**src/rtl/cpu_pkg.sv**
```systemverilog
// Shared CPU definitions: datapath widths and the EX/MEM halt-drain state encoding.
package cpu_pkg;

    localparam int WORD_W  = 16;
    localparam int RADDR_W = 3;

    typedef enum logic [1:0] {
        RUN    = 2'd0,
        DRAIN  = 2'd1,
        HALTED = 2'd2
    } ex_mem_state_t;

endpackage

```
**src/rtl/ex_mem_pipe_dff.sv**
```systemverilog
// pipe_dff: parameterised-width pipeline register.
// It has an async active-low reset, a synchronous clear that beats enable, and an enable.
module pipe_dff #(
    parameter int W = 1
) (
    input  logic         clk,
    input  logic         rst_n,
    input  logic         en,
    input  logic         clr,
    input  logic [W-1:0] d,
    output logic [W-1:0] q
);

    // Register with clear priority over enable; holds when neither is asserted.
    always_ff @(posedge clk or negedge rst_n) begin
        if (!rst_n) begin
            q <= '0;
        end else if (clr) begin
            q <= '0;
        end else if (en) begin
            q <= d;
        end
    end

endmodule

```
**src/rtl/ex_mem_pipe.sv**
```systemverilog
// ex_mem_pipe: EX/MEM pipeline register with stall/flush, forwarding bus,
// load-use indication and HALT drain tracking.
// Optional macro EX_MEM_PERF_EN adds a saturating stall_cnt output.
module ex_mem_pipe #(
    parameter int WORD_W  = cpu_pkg::WORD_W,
    parameter int RADDR_W = cpu_pkg::RADDR_W
) (
    input  logic               clk,
    input  logic               rst_n,
    input  logic               ex_valid,
    input  logic [WORD_W-1:0]  ex_result,
    input  logic [WORD_W-1:0]  ex_store_data,
    input  logic [RADDR_W-1:0] ex_rd,
    input  logic               ex_reg_write,
    input  logic               ex_mem_read,
    input  logic               ex_mem_write,
    input  logic               ex_halt,
    input  logic               stall,
    input  logic               flush,
    output logic               mem_valid,
    output logic [WORD_W-1:0]  mem_result,
    output logic [WORD_W-1:0]  mem_store_data,
    output logic [RADDR_W-1:0] mem_rd,
    output logic               mem_reg_write,
    output logic               mem_mem_read,
    output logic               mem_mem_write,
    output logic               fwd_en,
    output logic [RADDR_W-1:0] fwd_rd,
    output logic [WORD_W-1:0]  fwd_data,
    output logic               load_use,
`ifdef EX_MEM_PERF_EN
    output logic [WORD_W-1:0]  stall_cnt,
`endif
    output logic               halted
);

    import cpu_pkg::*;

    localparam int DATA_W = 2 * WORD_W + RADDR_W;

    ex_mem_state_t state;

    logic              accept;
    logic              data_en;
    logic [DATA_W-1:0] data_d;
    logic [DATA_W-1:0] data_q;
    logic [3:0]        ctrl_d;
    logic [3:0]        ctrl_q;

    // Only RUN admits new instructions; DRAIN and HALTED capture bubbles.
    always_comb begin
        accept  = (state == RUN) && ex_valid;
        data_en = !flush && !stall && (state != HALTED);
        data_d  = {ex_result, ex_store_data, ex_rd};
        ctrl_d  = {accept,
                   accept && ex_reg_write,
                   accept && ex_mem_read,
                   accept && ex_mem_write};
    end

    // Data fields simply hold on flush; only control needs clearing to form a bubble.
    pipe_dff #(.W(DATA_W)) u_data (
        .clk   (clk),
        .rst_n (rst_n),
        .en    (data_en),
        .clr   (1'b0),
        .d     (data_d),
        .q     (data_q)
    );

    pipe_dff #(.W(4)) u_ctrl (
        .clk   (clk),
        .rst_n (rst_n),
        .en    (!stall),
        .clr   (flush),
        .d     (ctrl_d),
        .q     (ctrl_q)
    );

    // Unpack registered fields and derive forwarding / load-use from them.
    always_comb begin
        {mem_result, mem_store_data, mem_rd} = data_q;
        {mem_valid, mem_reg_write, mem_mem_read, mem_mem_write} = ctrl_q;
        fwd_en   = mem_valid && mem_reg_write && !mem_mem_read;
        fwd_rd   = mem_rd;
        fwd_data = mem_result;
        load_use = mem_valid && mem_mem_read;
    end

    // HALT drain FSM: a flushed HALT is squashed, otherwise it retires on the next free edge.
    always_ff @(posedge clk or negedge rst_n) begin
        if (!rst_n) begin
            state  <= RUN;
            halted <= 1'b0;
        end else begin
            case (state)
                RUN: begin
                    if (!flush && !stall && ex_valid && ex_halt) begin
                        state <= DRAIN;
                    end
                end
                DRAIN: begin
                    if (flush) begin
                        state <= RUN;
                    end else if (!stall) begin
                        state  <= HALTED;
                        halted <= 1'b1;
                    end
                end
                HALTED: begin
                    state <= HALTED;
                end
                default: begin
                    state <= RUN;
                end
            endcase
        end
    end

`ifdef EX_MEM_PERF_EN
    // Counts edges where a valid instruction is held by stall; saturates, frozen once halted.
    always_ff @(posedge clk or negedge rst_n) begin
        if (!rst_n) begin
            stall_cnt <= '0;
        end else if ((state != HALTED) && stall && !flush && mem_valid && (stall_cnt != '1)) begin
            stall_cnt <= stall_cnt + 1'b1;
        end
    end
`endif

endmodule

```
**config.mk**
```make
export PLATFORM = sky130hd
export DESIGN_NAME = ex_mem_pipe
export DESIGN_NICKNAME = d
export VERILOG_FILES = /design/src/rtl/cpu_pkg.sv /design/src/rtl/ex_mem_pipe_dff.sv /design/src/rtl/ex_mem_pipe.sv
export SDC_FILE = /design/constraint.sdc
export NUM_CORES = 1
export LEC_CHECK = 0
export ABC_AREA = 1
export CAP_MARGIN = 5
export CELL_PAD_IN_SITES_DETAIL_PLACEMENT = 0
export CELL_PAD_IN_SITES_GLOBAL_PLACEMENT = 1
export CORE_ASPECT_RATIO = 1.1
export CORE_MARGIN = 1
export CORE_UTILIZATION = 27
export DETAILED_ROUTE_END_ITERATION = 8
export GPL_ROUTABILITY_DRIVEN = 0
export MAX_ROUTING_LAYER = met4
export PLACE_DENSITY_LB_ADDON = 0.1
export REMOVE_ABC_BUFFERS = 1
export SYNTH_ARGS = -nofsm -noshare
export SYNTH_HDL_FRONTEND = slang
export SYNTH_SLANG_ARGS = --single-unit
```
**constraint.sdc**
```tcl
create_clock -name clk -period 1.2 [get_ports clk]
set_input_delay 0.3 -clock clk [delete_from_list [all_inputs] [get_ports clk]]
set_output_delay 0.3 -clock clk [all_outputs]
set_load 0.005 [all_outputs]
```
* Word level (Yosys, flattened, before mapping) *
Cells that the tools add are included.

word-level totals
  input port bits = 44
  output and inout port bits = 61
  word-level logic and storage cells = 35
  bits in registers = 42

cells by class
  eq/ne operators = 6
  mux-type cells = 6
  reduce and logical (&&, ||, !) cells = 17
  bitwise operators = 2

operators with widths
  cell                                                                     number
  1-bit logical AND                                                        11
  4-bit 2-to-1 mux                                                         2
  2-bit 2-to-1 mux                                                         3
  2-bit case mux with 3 select lines                                       1
  2-bit by 1-bit inequality test with 1-bit output, second input constant  2
  1-bit zero test                                                          3
  3-bit inequality test, second input constant                             1
  3-bit AND reduction                                                      1
  2-bit by 1-bit equality test with 1-bit output, second input constant    1
  2-bit equality test, second input constant                               1
  2-bit zero test                                                          1
  2-bit inequality test, second input constant                             1
  1-bit inverter                                                           2
  2-bit AND reduction                                                      1

* Logic depth before layout (Yosys ltp) *
Gate-level depths: netlist of run 1.

  depth after elaboration = 6
  mapped depth = 6
  depth with buffers taken out = 5

* Hierarchy *
Synthesis of run 1 repeated with hierarchy kept, for this count alone.

unflattened totals
  cell total of the unflattened synthesis = 226
  area total of the unflattened synthesis = 2,023.2 µm²

by module, submodules not included
  module              cells each  times used  area each (µm²)  sequential area each (µm²)
  pipe_dff at u_data  152         1           1,488.9          875.8
  ex_mem_pipe         56          1           374.1            75.1
  pipe_dff at u_ctrl  18          1           160.2            100.1

* Worst setup path after synthesis of run 1 *
OpenSTA, ideal clock, no wires.

  path kind = register -> register
  start = reg state[1]
  end = reg u_data.q[0]
  clock period less this slack = 0.945 ns
  setup time = 0.117 ns
  path buffers = 1
  data arrival time = 0.828 ns
  required time = 1.083 ns
  slack = 0.255 ns
  cell stages (with the launch flop) = 6
  path through = dfrtp_1 -> nand2_4 -> nand2_4 -> buf_6 -> nand2_1 -> nand2_1

between the ends
  longest elaborated chain between the ends = 2

ends and longest elaborated chain
  item                    RTL line               RTL
  start, declared         ex_mem_pipe.sv:41      ex_mem_state_t state;
  start signal, assigned  ex_mem_pipe.sv:93      state <= RUN;
  start signal, assigned  ex_mem_pipe.sv:99      state <= DRAIN;
  start signal, assigned  ex_mem_pipe.sv:104     state <= RUN;
  2-bit inequality test   ex_mem_pipe.sv:53      data_en = !flush && !stall && (state != HALTED);
  1-bit logical AND       ex_mem_pipe.sv:53
  end signal, assigned    ex_mem_pipe_dff.sv:17  q <= '0;
  end signal, assigned    ex_mem_pipe_dff.sv:19  q <= '0;
  end signal, assigned    ex_mem_pipe_dff.sv:21  q <= d;
  end, declared           ex_mem_pipe_dff.sv:11  output logic [W-1:0] q

No other way between the ends.
A chain may end at the register's enable or synchronous reset.

* Final worst setup path of run 1 *
  start = reg u_ctrl.q[3]
  end = out fwd_en

between the ends
  longest elaborated chain between the ends = 2

ends and longest elaborated chain
  item                             RTL line               RTL
  start, declared                  ex_mem_pipe_dff.sv:11
  start signal, assigned           ex_mem_pipe_dff.sv:17
  start signal, assigned           ex_mem_pipe_dff.sv:19
  start signal, assigned           ex_mem_pipe_dff.sv:21
  1-bit logical AND (2 in series)  ex_mem_pipe.sv:84      fwd_en = mem_valid && mem_reg_write && !mem_mem_read;
  end, declared                    ex_mem_pipe.sv:27      output logic fwd_en,

No other way between the ends.

==> out/qor.yml, run 1 <==
rsz0062_at_grt: "yes"
viasPerCell: 4.327
clkSinkCount: 42
fin_cells: 407
slew_headroom_pct: 78.32
critPathLaunchType: "flip-flop"
final.fill_count: 661
r2r_cells: 3
numCtsBuffers: 5
synth_compound_area_share_pct: 0
switching_share_pct: 21.16
pin_count: 105
regToRegSetupSlack_ns: 0.18
intPower_mw: 1.961
clk_pin_slew_ns: 0.07
synth_seq_cells: 42
setup_tns_ns: -0.4582
yosys_warnings: 0
vdd_drop_max_mv: 0.3786
ys_seq_area_share_pct: 56.19
synth_area_sq_um: 1871
synth_top_family_by_area: "simple AND/OR/NAND/NOR gates"
fmax_ghz: 0.7572
dp_cells: 372
cts_root_buf: "clkbuf_8"
synthXorXnorAreaFrac_pct: 0
grt-ovfl-total: 0
avgSynthCellArea_sq_um: 9.036
synth_cell_types: 11
vias: 1761
first_global_vias: 1650
synth-simple-area-share_pct: 30.57
nets: 369
cts_tree: "done"
comb_power_share_pct: 9.2
timing.rr.start: "state[0]$_DFFE_PN0P_"
core_area_sq_um: 6633
critPathCapture: "fwd_en"
crit_required_ns: 0.90
numPortBuffers: 104
finalHoldViolCount: 0
grt_max_degree: 43
initial_core_util_pct: 28.20
hold_start: "u_data.q[5]$_DFFE_PN0P_"
syn_to_final_growth_pct: 62.07
drive_gt1_share_pct: 32.62
h-tree-depth: 2
fin_ws_ns: -0.1207
routed_wl_mm: 5.273
layout.cells.most_common: "nand2_1"
synthCells: 207
wl_per_cell_um: 12.96
rr_endpoint: "u_ctrl.q[1]$_DFFE_PN0P_"
arrival_ns: 1.02
power.density_nw_per_um2: 820.4
clkPwrFrac_pct: 33.9
min_period_ns: 1.321
setup_viol: 9
chipHeight_um: 89.30
track_usage_pct: 15.33
final_cell_mix: "nand2_1 (81), dfrtp_1 (42), clkdlybuf4s50_1 (40)"
max_cap_violations: 0
worst_pin_slew_ns: 0.3240
slew_viol_final: 0
p_sw_uw: 526.3
grt_pass1_wl_mm: 8.155
crit_fanout: 2
violations: "negative setup slack"
dp_hpwl_mm: 3.386
num_rows: 31
drc: 0
synth_fa_ha_area_share_pct: 0
clock_path_buffers: 2
drt_iter0_drc: 108
worstSetupPathType: "reg -> out"
min_period_over_period_pct: 110.1
clock_latency_ns: 0.28
dieArea_sq_um: 7265
antenna_found_initial: 0
endpoint_kind: "output pin"
antennaDiodeCount: 0
hold_class: "reg -> reg"
post-place-ws_ns: -0.2957
pwr-share-seq_pct: 56.9
setup.worst_path.start: "u_ctrl.q[3]$_DFFE_PN0P_"
firstDrtPassIters: 4
status: "finished, violations left"
ant_nets: 0
finClkSkew_ns: 0.001466
p_leak_nw: 1.752
die_w_um: 81.36
muxShareOfSynthArea_pct: 0
==> metrics by stage <==
step	utilization, %	hold slack [ns]	area, sq um	power [mW]
after global routing	45.71	0.4867	3032	2.610
final	45.71	0.4717	3032	2.487
after global placement	43.77	0.3001	2903	1.673
after CTS	46.76	0.4772	3102	2.549
after floorplan	-	0.004409	1642	1.463
after detailed placement	43.77	0.2948	2903	1.673
==> worst min-delay path by stage <==
| stage | to | slack, ns | depth (start not counted) |
|---|---|---|---|
| after detailed placement | u_data.q[17]$_DFFE_PN0P_ | 0.29 | 2 |
| final | u_data.q[5]$_DFFE_PN0P_ | 0.47 | 2 |
| after floorplan | halted$_DFFE_PN0P_ | 0.004 | 0 |
| after global placement | u_data.q[21]$_DFFE_PN0P_ | 0.30 | 2 |
| after CTS | u_data.q[18]$_DFFE_PN0P_ | 0.48 | 2 |
| after global routing | u_data.q[5]$_DFFE_PN0P_ | 0.49 | 2 |
==> layout make-up <==
class                   count  area, sq um  area share (%)
clock buffers               7        76.32           2.518
inverters                   5        18.77          0.6191
multi-input cells         131        576.8           19.03
flip-flops and latches     42         1051           34.67
well taps                  82        102.6           3.384
repair buffers            140         1206           39.79
==> cell usage after synthesis <==
cell,number,share of area [%]
nand2_4,2,1.2
nor2_4,1,0.60
buf_4,26,10
inv_2,1,0.20
nand2_1,83,17
dfrtp_1,42,56
nor2_1,3,0.60
inv_1,4,0.80
nand3_1,38,10
nand4_1,4,1.3
buf_6,3,1.8
==> critical path, cell delays in order, from the launching register on <==
cell and delay, ns:
dfrtp_1 0.42, buf_6 0.13, nand2_2 0.04, nor2_1 0.03, buf_2 0.11
==> cell families (layout without fill, tap and decap cells) <==
group | Yosys count | in the layout
buffers and inverters | 34 | 152
DFF | 42 | 42
and+or+nand+nor | 131 | 131
==> power by group through the flow <==
stage / Clock [mW] / Combinational (mW) / Sequential, mW
floorplan: 0 / 0.0201 / 1.44
detailed placement: 0 / 0.231 / 1.44
CTS: 0.901 / 0.235 / 1.41
global route: 0.948 / 0.248 / 1.41
global placement: 0 / 0.231 / 1.44
finish: 0.844 / 0.229 / 1.41
==> state kept, by name, indices dropped and copies added, names as in the netlist <==
name      cells
halted        1
state         2
u_data.q     35
u_ctrl.q      4
==> routing by layer <==
metal / vias to the layer above / wire length (um) / track usage, %
li1: 874 / - / -
met1: 824 / 2198 / 18.52
met3: 5 / 372 / 4.082
met4: 0 / 42 / 4.383
met2: 58 / 2659 / 25.00
met5: - / 0 / -
==> what timing repair did <==
action                                  4_1_cts  5_1_grt
endpoints found under the hold margin        42        0
endpoints found under the setup margin       61       55
hold buffers                                  1        0
pin swaps                                     1        1
resized for setup                           222       26
buffers inserted                             22        8
No activity file was read; power rests on OpenSTA's default activity.
==> run 2: changes to the inputs <==
- TNS_END_PERCENT: unset -> 1
==> run 2 against run 1 <==
Compared with the run above:
- the run still ends with negative setup slack left
- register-to-register slack about the same
- largest power group unchanged
- critical endpoint unchanged
- highest routed layer unchanged
- total power up 0.24%
- critical path type unchanged
- core utilization fell by 2.4 points
- combinational power hardly changed
==> out/qor.yml, run 2 (same netlist as run 1, synthesis figures left out) <==
status: "finished, violations left"
violations: "negative setup slack"
final.fill_count: 661  # unchanged
routed_wl_mm: 5.195  # -1.5%
syn_to_final_growth_pct: 53.51
h-tree-depth: 2  # unchanged
fin_cells: 400  # -1.7%
finClkSkew_ns: 0.004324  # +0.002858 ns
min_period_over_period_pct: 110.2  # about the same
crit_fanout: 2  # unchanged
regToRegSetupSlack_ns: 0.19  # about the same
die_w_um: 81.36  # unchanged
track_usage_pct: 14.97  # -0.36 points
crit_required_ns: 0.90  # about the same
finalHoldViolCount: 0  # unchanged
vdd_drop_max_mv: 0.3765  # -0.58%
reg_top3: "u_data.q x35, u_ctrl.q x4, state x2"
fin_total_pwr_mw: 2.493  # +0.24%
clk_pin_slew_ns: 0.07  # about the same
hold_class: "reg -> reg"
path_cells: "buf_6, nand2_2, nor2_1, buf_2"
antennaDiodeCount: 0  # unchanged
final_cell_mix: "nand2_1 (81), clkbuf_2 (50), dfrtp_1 (42)"
cts_root_buf: "clkbuf_8"
grt_max_degree: 43  # unchanged
cts_tree: "done"
nets: 362  # -1.9%
layout.cells.most_common: "nand2_1"
numCtsBuffers: 5  # unchanged
initial_core_util_pct: 28.20  # unchanged
dp_hpwl_mm: 3.386  # unchanged
firstDrtPassIters: 4  # unchanged
cpMaxStageDelayCell: "dfrtp_1"
drive_gt1_share_pct: 31.13  # -1.5 points
crit_family: "flip-flops"
r2r_cells: 3  # unchanged
antenna_found_initial: 0  # unchanged
arrival_ns: 1.02  # about the same
grt-ovfl-total: 0  # unchanged
drt_iter0_drc: 118  # +9.3%
whs_path_depth: 2  # unchanged
setup_tns_ns: -0.4297  # +0.02849 ns
max_cap_violations: 0  # unchanged
numPortBuffers: 104  # unchanged
dp_cells: 372  # unchanged
clock_latency_ns: 0.29  # about the same
slew_viol_final: 0  # unchanged
grt_pass1_wl_mm: 7.900  # -3.1%
setup_viol: 12  # +3
top_register: "u_data.q"
min_to: "u_data.q[18]$_DFFE_PN0P_"
holdWs_ns: 0.4675  # -0.004296 ns
cp_num_buf_inv: 2  # unchanged
pin_count: 105  # unchanged
worstSetupPathType: "reg -> out"
num_rows: 31  # unchanged
chipHeight_um: 89.30  # unchanged
viasPerCell: 4.300  # -0.62%
endpoint_kind: "output pin"
core_area_sq_um: 6633  # unchanged
rr_endpoint: "u_ctrl.q[1]$_DFFE_PN0P_"
hold_start: "u_data.q[18]$_DFFE_PN0P_"
fin_ws_ns: -0.1219  # -0.001134 ns
slew_headroom_pct: 78.44  # +0.12 points
largest_reg_flops: 35  # unchanged
clock_path_buffers: 2  # unchanged
worst_pin_slew_ns: 0.3222  # -0.001742 ns
vias: 1720  # -2.3%
first_global_vias: 1618  # -1.9%
max_stage_delay_ns: 0.42  # about the same
wl_per_cell_um: 12.99  # +0.24%
drc: 0  # unchanged
rsz0062_at_grt: "yes"
min_period_ns: 1.322  # +0.001134 ns
clkSinkCount: 42  # unchanged
p_leak_nw: 1.674  # -4.5%
fmax_ghz: 0.7565  # about the same
dieArea_sq_um: 7265  # unchanged
power.density_nw_per_um2: 868.2  # +5.8%
timing.rr.start: "state[0]$_DFFE_PN0P_"
ant_nets: 0  # unchanged
worst-path-stages: 4  # unchanged
critPathLaunchType: "flip-flop"
run 2: cell count changes in the layout (fill, tap and decap cells not counted), sizes merged:
cell and change:
clkbuf +29, buf -36
run 2: what timing repair did:
action	4_1_cts	5_1_grt
endpoints found under the hold margin	42	0
setup buffers	20	0
endpoints found under the setup margin	61	72
pin swaps	1	0
hold buffers	1	0
gates resized for setup	142	54
run 2: worst max path at each step:
stage | slack (ns) | from | end
after floorplan | -0.18 | flush | u_data.q[0]$_DFFE_PN0P_
after global placement | -0.28 | flush | u_data.q[20]$_DFFE_PN0P_
after detailed placement | -0.30 | flush | u_data.q[20]$_DFFE_PN0P_
after CTS | -0.13 | u_ctrl.q[3]$_DFFE_PN0P_ | fwd_en
after global routing | -0.20 | u_ctrl.q[3]$_DFFE_PN0P_ | fwd_en
final | -0.12 | u_ctrl.q[3]$_DFFE_PN0P_ | fwd_en
run 2: area by class of cell:
| cell class | instances | area (sq um) | area share (%) |
|---|---|---|---|
| clock buffers | 7 | 76.32 | 2.658 |
| inverters | 5 | 18.77 | 0.6536 |
| multi-input cells | 131 | 576.8 | 20.09 |
| flip-flops and latches | 42 | 1051 | 36.60 |
| well taps | 82 | 102.6 | 3.573 |
| repair buffers | 133 | 1046 | 36.43 |
run 2: per-layer routing:
layer	vias to the layer above	global-route usage [%]	routed length, um
li1	857	-	-
met1	795	17.82	2210
met2	63	24.62	2555
met3	5	4.082	387
met4	0	4.383	42
met5	-	-	0
run 2: metrics by stage:
step	setup WS, ns	utilization [%]	area, sq um
final	-0.1219	43.29	2872
after global routing	-0.1997	43.29	2872
after CTS	-0.1344	47.03	3119
after detailed placement	-0.2957	43.77	2903
after global placement	-0.2766	43.77	2903
after floorplan	-0.1790	-	1642
run 2: report_power, final:
group / total, mW / switching, mW / internal, mW
Clock: 0.851 / 0.450 / 0.401
Combinational: 0.228 / 0.0824 / 0.146
Sequential: 1.41 / 0 / 1.41
run 2: tightest hold or removal path, cell delays in order, from the launching register on:
cell     delay (ns)
dfrtp_1        0.34
nand2_1        0.05
nand2_1        0.04
